==> src/rtl/cu_fsm.sv <==
// Multicycle control sequencer: IF/ID/ALU/MEM/RB stepping with fetch handshake,
// memory timeout, interrupt acknowledge, halt and retired-instruction counter.
// Optional: define CU_FAST_PATH_EN to route non-memory instructions ALU -> RB.
module cu_fsm #(
  parameter int unsigned MEM_WAIT_MAX = 15,
  parameter int unsigned CNT_W        = 32
) (
  input  logic             clk,
  input  logic             rst,
  input  logic [5:0]       opcode,
  input  logic             ins_valid,
  input  logic             mem_ready,
  input  logic             int_ack,
  output logic             IF_en,
  output logic             ID_en,
  output logic             ALU_en,
  output logic             MEM_en,
  output logic             RB_BR_en,
  output logic             reg_read,
  output logic             reg_write,
  output logic [4:0]       alu_opcode,
  output logic [2:0]       branch_opcode,
  output logic [1:0]       mem_read,
  output logic [1:0]       mem_write,
  output logic [1:0]       RB_mux_opcode,
  output logic             interrupt,
  output logic             illegal,
  output logic             bus_error,
  output logic             halted,
  output logic [CNT_W-1:0] instr_count
);

  typedef enum logic [2:0] {
    S_IF, S_ID, S_ALU, S_MEM, S_RB, S_INT, S_HALT
  } state_t;

  localparam logic [7:0] WAIT_LAST = 8'(MEM_WAIT_MAX - 1);

  state_t           r_state;
  state_t           w_next;
  logic [5:0]       r_ir;
  logic [7:0]       r_wait;
  logic             r_if_en, r_id_en, r_alu_en, r_mem_en, r_rb_en;
  logic             r_reg_read, r_reg_write;
  logic [4:0]       r_alu_op;
  logic [2:0]       r_br_op;
  logic [1:0]       r_mem_read, r_mem_write, r_rb_mux;
  logic             r_interrupt, r_illegal, r_bus_error, r_halted;
  logic [CNT_W-1:0] r_count;

  logic       w_hlt, w_mtc, w_imm, w_beq, w_blt, w_branch;
  logic       w_load, w_store, w_mem, w_alu_cls, w_invalid, w_writes;
  logic       w_skip_mem, w_timeout, w_retire;
  logic [1:0] w_acc, w_rb_mux;
  logic [4:0] w_alu_op;
  logic [2:0] w_br_op;

  // Decode always looks at ir, so opcode activity outside IF has no effect.
  always_comb begin
    w_hlt     = (r_ir == 6'b000000);
    w_mtc     = (r_ir == 6'b100000);
    w_imm     = (r_ir == 6'b010000) || (r_ir == 6'b010001);
    w_beq     = (r_ir == 6'b011110);
    w_blt     = (r_ir == 6'b011111);
    w_branch  = (r_ir[5:2] == 4'b0111);
    w_load    = (r_ir == 6'b011000) || (r_ir == 6'b011010);
    w_store   = (r_ir == 6'b011001) || (r_ir == 6'b011011);
    w_mem     = w_load || w_store;
    w_alu_cls = (r_ir[5:3] < 3'b011) && !w_hlt && !w_imm;
    w_invalid = !(w_hlt || w_mtc || w_imm || w_branch || w_mem || w_alu_cls) ||
                (r_ir == 6'b111111);
    w_writes  = w_load || w_imm || w_alu_cls;
    w_acc     = r_ir[1] ? 2'b01 : 2'b11;

    w_rb_mux = 2'b00;
    if (w_load)         w_rb_mux = 2'b01;
    else if (w_imm)     w_rb_mux = 2'b11;
    else if (w_alu_cls) w_rb_mux = 2'b10;

    w_alu_op = 5'b00000;
    if (w_beq)          w_alu_op = 5'b00010;
    else if (w_blt)     w_alu_op = 5'b01111;
    else if (w_mem)     w_alu_op = 5'b10010;
    else if (w_alu_cls) w_alu_op = r_ir[4:0];

    w_br_op = 3'b011;
    if (w_hlt)          w_br_op = 3'b000;
    else if (w_branch)  w_br_op = {1'b1, r_ir[1:0]};

`ifdef CU_FAST_PATH_EN
    w_skip_mem = !w_mem;
`else
    w_skip_mem = 1'b0;
`endif

    // Ready on the last allowed wait cycle takes precedence over the timeout.
    w_timeout = w_mem && !mem_ready && (r_wait == WAIT_LAST);

    w_next = r_state;
    case (r_state)
      S_IF:    if (ins_valid) w_next = S_ID;
      S_ID: begin
        if (w_invalid)  w_next = S_IF;
        else if (w_mtc) w_next = S_INT;
        else            w_next = S_ALU;
      end
      S_ALU: begin
        if (w_hlt)           w_next = S_HALT;
        else if (w_skip_mem) w_next = S_RB;
        else                 w_next = S_MEM;
      end
      S_MEM: begin
        if (!w_mem || mem_ready) w_next = S_RB;
        else if (w_timeout)      w_next = S_IF;
      end
      S_RB:    w_next = S_IF;
      S_INT:   if (int_ack) w_next = S_IF;
      S_HALT:  w_next = S_HALT;
      default: w_next = S_IF;
    endcase

    w_retire = (r_state == S_RB) || ((r_state == S_INT) && int_ack) ||
               ((r_state == S_ALU) && w_hlt);
  end

  // Outputs are registered on the edge that enters a state, so they describe
  // the state currently held; the entry-to-RB and entry-to-IF blocks at the
  // end override the per-state assignments made on the same edge.
  always_ff @(posedge clk) begin
    if (rst) begin
      r_state     <= S_IF;
      r_ir        <= '0;
      r_wait      <= '0;
      r_if_en     <= 1'b1;
      r_id_en     <= 1'b0;
      r_alu_en    <= 1'b0;
      r_mem_en    <= 1'b0;
      r_rb_en     <= 1'b0;
      r_reg_read  <= 1'b0;
      r_reg_write <= 1'b0;
      r_alu_op    <= '0;
      r_br_op     <= 3'b011;
      r_mem_read  <= '0;
      r_mem_write <= '0;
      r_rb_mux    <= '0;
      r_interrupt <= 1'b0;
      r_illegal   <= 1'b0;
      r_bus_error <= 1'b0;
      r_halted    <= 1'b0;
      r_count     <= '0;
    end else begin
      r_state     <= w_next;
      r_if_en     <= (w_next == S_IF);
      r_id_en     <= (w_next == S_ID);
      r_alu_en    <= (w_next == S_ALU);
      r_mem_en    <= (w_next == S_MEM);
      r_rb_en     <= (w_next == S_RB);
      r_illegal   <= 1'b0;
      r_bus_error <= 1'b0;
      if (w_retire) r_count <= r_count + CNT_W'(1);

      case (r_state)
        S_IF: if (ins_valid) r_ir <= opcode;
        S_ID: begin
          if (w_invalid) begin
            r_illegal <= 1'b1;
          end else if (w_mtc) begin
            r_interrupt <= 1'b1;
          end else begin
            r_reg_read <= !w_hlt;
            r_alu_op   <= w_alu_op;
            r_br_op    <= w_br_op;
          end
        end
        S_ALU: begin
          if (w_hlt) begin
            r_halted <= 1'b1;
          end else if (!w_skip_mem) begin
            r_wait      <= '0;
            r_mem_read  <= w_load  ? w_acc : 2'b00;
            r_mem_write <= w_store ? w_acc : 2'b00;
          end
        end
        S_MEM: begin
          if (w_timeout)                  r_bus_error <= 1'b1;
          else if (w_mem && !mem_ready)   r_wait <= r_wait + 8'd1;
        end
        default: ;
      endcase

      if ((w_next == S_RB) && (r_state != S_RB)) begin
        r_mem_read  <= '0;
        r_mem_write <= '0;
        if (w_writes) begin
          r_reg_read  <= 1'b0;
          r_reg_write <= 1'b1;
          r_rb_mux    <= w_rb_mux;
        end
      end

      if ((w_next == S_IF) && (r_state != S_IF)) begin
        r_reg_read  <= 1'b0;
        r_reg_write <= 1'b0;
        r_alu_op    <= '0;
        r_br_op     <= 3'b011;
        r_mem_read  <= '0;
        r_mem_write <= '0;
        r_rb_mux    <= '0;
        r_interrupt <= 1'b0;
      end
    end
  end

  assign IF_en         = r_if_en;
  assign ID_en         = r_id_en;
  assign ALU_en        = r_alu_en;
  assign MEM_en        = r_mem_en;
  assign RB_BR_en      = r_rb_en;
  assign reg_read      = r_reg_read;
  assign reg_write     = r_reg_write;
  assign alu_opcode    = r_alu_op;
  assign branch_opcode = r_br_op;
  assign mem_read      = r_mem_read;
  assign mem_write     = r_mem_write;
  assign RB_mux_opcode = r_rb_mux;
  assign interrupt     = r_interrupt;
  assign illegal       = r_illegal;
  assign bus_error     = r_bus_error;
  assign halted        = r_halted;
  assign instr_count   = r_count;

endmodule

==> config.mk <==
export PLATFORM = sky130hd
export DESIGN_NAME = cu_fsm
export DESIGN_NICKNAME = d
export VERILOG_FILES = /design/src/rtl/cu_fsm.sv
export SDC_FILE = /design/constraint.sdc
export NUM_CORES = 1
export LEC_CHECK = 0
export CAP_MARGIN = 20
export CELL_PAD_IN_SITES_DETAIL_PLACEMENT = 1
export CELL_PAD_IN_SITES_GLOBAL_PLACEMENT = 1
export CORE_UTILIZATION = 35
export DETAILED_ROUTE_END_ITERATION = 10
export PLACE_DENSITY = 0.84
export SYNTH_ARGS = -nofsm -noshare
export SYNTH_HDL_FRONTEND = slang
export SYNTH_SLANG_ARGS = --single-unit
==> constraint.sdc <==
create_clock -name clk -period 2.01 [get_ports clk]
set_input_delay 0.5025 -clock clk [delete_from_list [all_inputs] [get_ports clk]]
set_output_delay 0.5025 -clock clk [all_outputs]
set_load 0.05 [all_outputs]
Word-level counts from Yosys, hierarchy flattened:

Index checks and enable logic that the tools add are counted.

* bits in registers: 74
* latch bits: 0
* RAM bits: 0
* memory bits (read-only): 0
* input bits: 11
* logic and storage cells: 129
* memories kept: 0

* add/subtract/negate cells: 2
* $mul: 0
* div/mod/pow operators: 0
* order comparisons: 1
* equality and inequality tests: 26
* shifts and indexed selects: 0
* muxes and demuxes: 31
* bitwise operators: 5
* reduce and logical (&&, ||, !) cells: 44

Operators by type and width (count)
* $eq 6x5->1 const B: 8
* $add 32x1->32 const B: 1
* $mux 3: 9
* $mux 8: 3
* $mux 5: 4
* $pmux 3 s6: 1
* $pmux 8 s2: 1
* $logic_or 1x1->1: 15
* $eq 3x2->1 const B: 4
* $eq 3x3->1 const B: 4
* $eq 6x6->1 const B: 2
* $mux 2: 6
* $add 8x1->8 const B: 1
* $eq 8x4->1 const B: 1
* $logic_and 1x1->1: 8
* $reduce_and 2->1: 4
* $mux 1: 7
* $eq 3x1->1 const B: 2
* $logic_not 3->1: 2
* $logic_not 6->1: 1
* $ne 2x2->1 const B: 3
* $reduce_and 3->1: 2
* $reduce_or 2->1: 3
* $logic_not 1->1: 5
* other kinds (8): 12

Logic depth before layout (Yosys ltp):

Gate-level depths: netlist (run 1).

* depth in word-level cells: 13
* mapped depth: 7
* gate-level depth less buffers: 6

Worst setup path after synthesis (run 1):

OpenSTA, ideal clock, no wires.

* path type: register to register
* from: reg r_count[2], in the netlist instr_count[2]
* to: reg r_count[26], in the netlist instr_count[26]
* library setup time: 0.070 ns
* arrival: 2.188 ns
* path slack: -0.248 ns
* stages on the path, launching flop included: 7
* buffers on the path: 1
* cells stage by stage: dfxtp_1 and4_1 and4_1 buf_2 nand4_1 or4_1 a21oi_1

* word-level cells in the longest chain between the ends: 1

Ends and longest elaborated chain
* start: declaration: line 49 `logic [CNT_W-1:0] r_count;`
* start signal: assignment: line 160 `if (w_retire) r_count <= r_count + CNT_W'(1);`
* $add 32x1->32: line 160

No other way between the ends.
A chain may end at the register's enable or synchronous reset.

Final worst setup path (run 1):

* from: reg r_ir[3]
* to: reg r_count[28], in the netlist instr_count[28]

* word-level cells in the longest chain between the ends: 3

Ends and longest elaborated chain
* start: declaration: line 41 `logic [5:0] r_ir;`
* start signal: assignment: line 163 `S_IF: if (ins_valid) r_ir <= opcode;`
* $logic_not 6->1: line 60 `w_hlt = (r_ir == 6'b000000);`
* $logic_and 1x1->1: line 123 `((r_state == S_ALU) && w_hlt);`
* $logic_or 1x1->1: line 122 `w_retire = (r_state == S_RB) || ((r_state == S_INT) && int_ack) ||`

No other way between the ends.

==> summary.md, run 1 <==
| Metric | Value |
|---|---|
| Run status | `finished, violations left` |
| Failing checks | `negative setup slack` |
| Area grow syn2layout | `45.0%` |
| Post-synthesis cell type count | `56` |
| Most frequent cells in the layout | `101 x buf_4, 60 x dfxtp_1, 46 x nor2_1, 27 x a21oi_1, 21 x nand2_1` |
| Clock-pin transition on the worst setup and hold timing paths | `0.08 ns` |
| DIE AREA | `10,300 sq um` |
| MaxCap Viol Count | `0` |
| Final TNS setup | `-0.236 ns` |
| CP max stage delay | `0.41 ns` |
| Setup WS pre-CTS | `-0.430 ns` |
| Worst-margin pin slew | `0.506 ns` |
| Synthesized cell area | `3470 sq um` |
| Hold Slack | `0.467 ns` |
| I/O pin cnt | `68` |
| Post-route DRC | `0` |
| CTS root buf | `clkbuf_8` |
| DR pass1 iterations | `4` |
| TritonCTS buffer count | `9` |
| Gr ovfl total | `0` |
| Final GP Congestion | `0.751` |
| Starting density of the core | `36.9%` |
| Wire length per cell | `16.7 microns` |
| DRT antenna net count | `0` |
| CP Data Required Time | `2.30 ns` |
| Peak VDD IR | `265 uV` |
| Share of post-route cells with drive strength above 1 | `34.1%` |
| Post-route minimum period | `2.05 ns` |
| Syn Nets | `413` |
| Crit-path cells | `or3_4, nor4_4, buf_6, o21ai_4, buf_6, or4_1, a21oi_1` |
| Design Power | `3.64 mW` |
| DR vias/cell | `5.35` |
| Synth Flop Type | `dfxtp_1` |
| Endpoints failing setup | `10` |
| Post-synthesis sequential area ratio | `42.6%` |
| Worst-case clock buffer depth | `2` |
| Synthesized instance count | `399` |
| Crit. End Element | `flop` |
| Detailed Route WL | `10,800 microns` |
| GR Util All Layers | `21.1%` |
| Most common cell on crit path | `buf_6` |
| CTS Sinks | `74` |
| Vias | `3,482` |
| Worst-path fanout max | `7` |
| Rel. slew slack | `66.2%` |
| Cell count after placement | `623` |
| Max Fclk | `488 MHz` |
| Filler cell count | `1,094` |
| Crit Path Class | `reg2reg` |
| Layout Cells excl Fill | `651` |
| Setup crit start kind | `flop` |
| Most common cell after layout, fill and taps aside | `buf_4` |
| Syn avg cell area | `8.71 sq um` |
| Global-route wire length before repair | `16,900 microns` |
| Seq. cell area | `1500 sq um` |
| Vias in the first global route | `3,402` |
| Port Buffers | `67` |
| Share of the synthesized area in the top cell type | `42.6%` |
| Power per cell area | `721 nW/um^2` |
| Ys async rst share | `0%` |
| Worst Skew | `0.00929 ns` |
| Clock tree from TritonCTS | `yes` |
| Post-synth EDFFs | `0` |
| Top cells by area, synth | `dfxtp_1 43%, nor2_1 5.0%, a21oi_1 4.8%, or4_1 3.0%, xor2_1 3.0%` |
| Data arrival time of the critical path | `2.34 ns` |
| Worst-skew pair later-pin latency | `0.35 ns` |
| Final net count | `531` |
| Yosys reg bits | `74` |
| Initial DRC count | `72` |
| RSZ-0062 raised after global routing | `true` |
| Largest net degree at the start of global routing | `26` |
| Endpoints failing hold | `0` |
| Number of diodes | `0` |
| Htree depth | `3` |
| Rows | `35` |
| Slowest-stage cell, CP | `or3_4` |
| Die H | `102 microns` |
| Total core area | `9420 sq um` |
| Area of the multi-input gates | `1990 sq um` |
| Hold Crit Class | `reg2reg` |
| Fin. max-slew vios | `0` |
| DP HPWL | `7310 microns` |
| YS warnings | `0` |
| Antenna violations before repair | `0` |
| P_leak | `1.95 nW` |
| Final worst path period share | `102%` |
| Setup ws final | `-0.0406 ns` |
| Yosys top cell by area | `dfxtp_1` |
| Die width | `102 microns` |
## worst max-delay path, delay by kind of cell, from the launching register on
kind            cells  cell delay, ns
buf+inv             2            0.34
simple gates        3            1.08
compound gates      2            0.23
flops               1            0.34
## kinds of logic (layout without fill, tap and decap cells)
family                   after synthesis  after routing  synth area share, %
adder cells (fa/ha/maj)                3              3                 1.08
buffers and inverters                 34            157                 4.07
multiplexers                           8              8                 2.30
flip-flops                            74             74                 42.6
AO/OA/AOI/OAI                         99             99                 19.6
XOR/XNOR                              13             13                 3.28
AND/OR/NAND/NOR                      168            168                 27.1
## synthesized netlist by cell type (all sizes together), types with 8 or more instances
cell type and count:
or3 12, a21oi 34, nor2 46, dfxtp 74
nor3 10, nand4 8, nand2 21, xor2 12
o31ai 13, mux2i 8, nand3 8, nand2b 8
buf 9, or4 14, inv 8, clkbuf 17
o21ai 18
## final cells by class
cell class,count,share of cell area (%)
multi-input combinational,291,39.5
sequential,74,29.8
timing repair buffer,133,22.4
clock buffer,11,3.23
tap,129,3.20
clock inverter,5,1.19
inverter,8,0.596
## report_power, final
group	switching, mW	internal, mW	total, mW
clock network	0.596	0.685	1.28
registers	0.0375	1.52	1.56
logic	0.466	0.333	0.799
## sequential cells by signal, summed over array words and instances, names as in the netlist, 2 cells and up
register and flops:
instr_count 32, RB_mux_opcode 2, r_state 3, r_ir 6
mem_read 2, r_wait 8, mem_write 2, branch_opcode 3
alu_opcode 5
## layer usage
layer	wire, microns	global-route usage (%)	vias up
met5	0	0	-
met1	4640	24.6	1693
met2	5580	38.0	75
met4	179	7.69	0
met3	450	4.35	18
li1	-	-	1696
## path summary, 6_finish.rpt
kind | end | start | cells past startpoint | slack, ns
setup / recovery | instr_count[28] | r_ir[3] | 7 | -0.04
hold / removal | alu_opcode[0] | alu_opcode[0] | 2 | 0.47
setup reg to reg | instr_count[28] | r_ir[3] | 7 | -0.04
hold reg to reg | alu_opcode[0] | alu_opcode[0] | 2 | 0.47
## per-stage QoR
stage	util, %	instance area, sq um
global route	53.5	5040
global placement	48.2	4530
CTS	51.3	4830
detailed placement	48.2	4530
finish	53.5	5040
floorplan	-	3490
## repair_timing
action / 4_1_cts / 5_1_grt
pin swaps: 5 / 19
hold buffers: 0 / 0
resized for setup: 13 / 38
endpoints found under the setup margin: 34 / 46
hold endpoints to repair: 0 / 0
gates cloned: 1 / 1
buffers inserted: 5 / 5
No activity file was read; power rests on OpenSTA's default activity.
==> run 2: changes to the inputs <==
--- a/config.mk
+++ b/config.mk
@@ -5,7 +5,6 @@
 export SDC_FILE = /design/constraint.sdc
 export NUM_CORES = 1
 export LEC_CHECK = 0
-export CAP_MARGIN = 20
 export CELL_PAD_IN_SITES_DETAIL_PLACEMENT = 1
 export CELL_PAD_IN_SITES_GLOBAL_PLACEMENT = 1
 export CORE_UTILIZATION = 35
==> results of run 2 <==
Same layout as run 1: the final DEF is identical, and so are final timing and power.
==> run 3: changes to the inputs <==
--- a/config.mk
+++ b/config.mk
@@ -7,9 +7,11 @@
 export LEC_CHECK = 0
 export CELL_PAD_IN_SITES_DETAIL_PLACEMENT = 1
 export CELL_PAD_IN_SITES_GLOBAL_PLACEMENT = 1
+export CORE_ASPECT_RATIO = 1.25
 export CORE_UTILIZATION = 35
 export DETAILED_ROUTE_END_ITERATION = 10
 export PLACE_DENSITY = 0.84
+export RECOVER_POWER = 50
 export SYNTH_ARGS = -nofsm -noshare
 export SYNTH_HDL_FRONTEND = slang
 export SYNTH_SLANG_ARGS = --single-unit
==> run 3 against run 2 <==
Effect of this change:
- the run now ends clean
- routed wire length decreased by 0.34%
- sequential cell count unchanged
- first-iteration DRC count increased by 4.2%
- fmax increased by 2.5%
- power increased by 8.8%
- register-to-register slack improved by 0.05 ns
- worst hold slack about the same
- count of clock-buffer cells in the layout increased by 4
- critical path type unchanged
- largest cell class unchanged
==> summary.md, run 3 (synthesized netlist as in run 1, its figures left out) <==
| Metric | Value |
|---|---|
| Post-layout util | `52.5% (was 53.5%)` |
| P_leak | `1.92 nW (was 1.95 nW)` |
| Power per cell area | `784 nW/um^2 (was 721 nW/um^2)` |
| Hold Crit Class | `reg2reg (unchanged)` |
| Final TNS setup | `0 ns (was -0.236 ns)` |
| Endpoints failing setup | `0 (was 10)` |
| Wire length per cell | `16.8 microns (was 16.7 microns)` |
| DR pass1 iterations | `4 (unchanged)` |
| DP HPWL | `7320 microns (was 7310 microns)` |
| Worst-case clock buffer depth | `2 (unchanged)` |
| Number of diodes | `0 (unchanged)` |
| Starting density of the core | `36.2% (was 36.9%)` |
| Final GP Congestion | `0.773 (was 0.751)` |
| Power share of the combinational group | `19.8% (was 22.0%)` |
| Clock power share | `40.9% (was 35.2%)` |
| Worst-margin pin slew | `0.500 ns (was 0.506 ns)` |
| Detailed Route WL | `10,800 microns (about the same)` |
| Slowest-stage cell, CP | `or4_4 (was or3_4)` |
| Final net count | `527 (was 531)` |
| Gr ovfl total | `0 (unchanged)` |
| Total core area | `9610 sq um (was 9420 sq um)` |
| Layout Cells excl Fill | `644 (was 651)` |
| Htree depth | `3 (unchanged)` |
| Crit Path Class | `reg2reg (unchanged)` |
| Area grow syn2layout | `45.2% (was 45.0%)` |
| Max Fclk | `500 MHz (was 488 MHz)` |
| Antenna violations before repair | `0 (unchanged)` |
| Share of post-route cells with drive strength above 1 | `35.1% (was 34.1%)` |
| I/O pin cnt | `68 (unchanged)` |
| DIE AREA | `10,300 sq um (about the same)` |
| Vias in the first global route | `3,625 (was 3,402)` |
| Worst-skew pair later-pin latency | `0.35 ns (about the same)` |
| Rel. slew slack | `66.6% (was 66.2%)` |
| DR vias/cell | `5.40 (was 5.35)` |
| DRT antenna net count | `0 (unchanged)` |
| Most common cell on crit path | `buf_6 (unchanged)` |
| Cell count after placement | `617 (was 623)` |
| Die width | `91.1 microns (was 102 microns)` |
| Setup WS pre-CTS | `-0.305 ns (was -0.430 ns)` |
| Port Buffers | `67 (unchanged)` |
| MaxCap Viol Count | `0 (unchanged)` |
| Hold Slack | `0.467 ns (about the same)` |
| CTS root buf | `clkbuf_16 (was clkbuf_8)` |
| RSZ-0062 raised after global routing | `true (unchanged)` |
| Clock-pin transition on the worst setup and hold timing paths | `0.06 ns (was 0.08 ns)` |
| Endpoints failing hold | `0 (unchanged)` |
| CTS Sinks | `74 (unchanged)` |
| Worst-path fanout max | `7 (unchanged)` |
| Vias | `3,478 (was 3,482)` |
| Setup crit start kind | `flop (unchanged)` |
| Crit. End Element | `flop (unchanged)` |
| Most common cell after layout, fill and taps aside | `buf_4 (unchanged)` |
| Run status | `complete, no violations (was finished, violations left)` |
| Final worst path period share | `99.5% (was 102%)` |
| Rows | `40 (was 35)` |
| Fin. max-slew vios | `0 (unchanged)` |
| CP Data Required Time | `2.29 ns (was 2.30 ns)` |
| Switching power share of the total | `28.1% (was 30.2%)` |
| Share of power burned in registers | `39.3% (was 42.8%)` |
| Most frequent cells in the layout | `103 x buf_4, 61 x dfxtp_1, 45 x nor2_1, 28 x a21oi_1, 20 x nand2_1 (was 101 x buf_4, 60 x dfxtp_1, 46 x nor2_1, 27 x a21oi_1, 21 x nand2_1)` |
| Sw power | `1.11 mW (was 1.10 mW)` |
| Largest net degree at the start of global routing | `25 (was 26)` |
| GR Util All Layers | `21.3% (was 21.1%)` |
| CP max stage delay | `0.42 ns (was 0.41 ns)` |
| Global-route wire length before repair | `17,500 microns (was 16,900 microns)` |
| Die H | `113 microns (was 102 microns)` |
| Worst Skew | `0.00769 ns (was 0.00929 ns)` |
| Data arrival time of the critical path | `2.28 ns (was 2.34 ns)` |
| Setup ws final | `0.00994 ns (was -0.0406 ns)` |
| Peak VDD IR | `449 uV (was 265 uV)` |
| TritonCTS buffer count | `9 (unchanged)` |
| Initial DRC count | `75 (was 72)` |
| Clock tree from TritonCTS | `yes (unchanged)` |
| Crit-path cells | `or3_4, nor4_4, buf_6, o21ai_4, buf_6, or4_4, a21oi_2 (was or3_4, nor4_4, buf_6, o21ai_4, buf_6, or4_1, a21oi_1)` |
| Largest register FFs | `32 (unchanged)` |
| Internal power | `2.84 mW (was 2.54 mW)` |
| Post-route minimum period | `2.00 ns (was 2.05 ns)` |
| Post-route DRC | `0 (unchanged)` |
-- run 3: cell types whose count changed in the layout (fill, tap and decap cells not counted), sizes merged --
cell / delta
clkdlybuf4s50: -1
dlygate4sd2: -3
clkbuf: +4
buf: +1
dlymetal6s2s: -2
clkinvlp: -1
o21ai: +1
bufinv: -1
clkinv: -2
-- run 3: final cells by class --
type	instances	area [sq um]
timing repair buffer	128	1050
inverter	8	30.0
clock inverter	1	5.00
multi-input combinational	292	2000
tap	126	158
clock buffer	15	298
fill	1136	4560
sequential	74	1500
-- run 3: path summary, 6_finish.rpt --
kind	startpoint	to	slack (ns)	cells past startpoint
hold reg to reg	branch_opcode[0]	branch_opcode[0]	0.47	2
setup / recovery	r_ir[4]	instr_count[20]	0.01	7
hold / removal	branch_opcode[0]	branch_opcode[0]	0.47	2
setup reg to reg	r_ir[4]	instr_count[20]	0.01	7
-- run 3: power groups by stage --
stage	clock, mW	combinational (mW)	sequential, mW
2_1_floorplan	0	0.342	1.69
3_3_place_gp	0	0.706	1.58
3_5_place_dp	0	0.726	1.58
4_1_cts	1.64	0.748	1.55
5_1_grt	1.72	0.841	1.56
6_report	1.62	0.783	1.56
-- run 3: worst max-delay path, delay by kind of cell, from the launching register on --
kind	cells	cell delay [ns]
DFF	1	0.32
and+or+nand+nor	3	1.06
AOI/OAI and AO/OA	2	0.22
buffers and inverters	2	0.33
-- run 3: routing by layer --
layer  wire, microns  GRT usage, %  up-vias  share of wire (%)
met1            4280          22.5     1709                 40
met2            5790          39.4       56                 54
met3             486          6.00       23                4.5
met4             247          9.21        0                2.3
li1                -             -     1690                  -
met5               0             0        -                  0
-- run 3: repair_timing --
item / CTS / global route
pin swaps: 5 / 25
cloned: 1 / 1
setup endpoints to repair: 23 / 49
gates resized for setup: 9 / 37
hold buffers: 0 / 0
buffers inserted: 3 / 6
-- run 3: metrics by stage --
| stage | cell area, sq um | power (mW) |
|---|---|---|
| after detailed placement | 4490 | 2.31 |
| final | 5040 | 3.96 |
| after global placement | 4490 | 2.29 |
| after global routing | 5040 | 4.12 |
| after floorplan | 3490 | 2.03 |
| after CTS | 4850 | 3.94 |
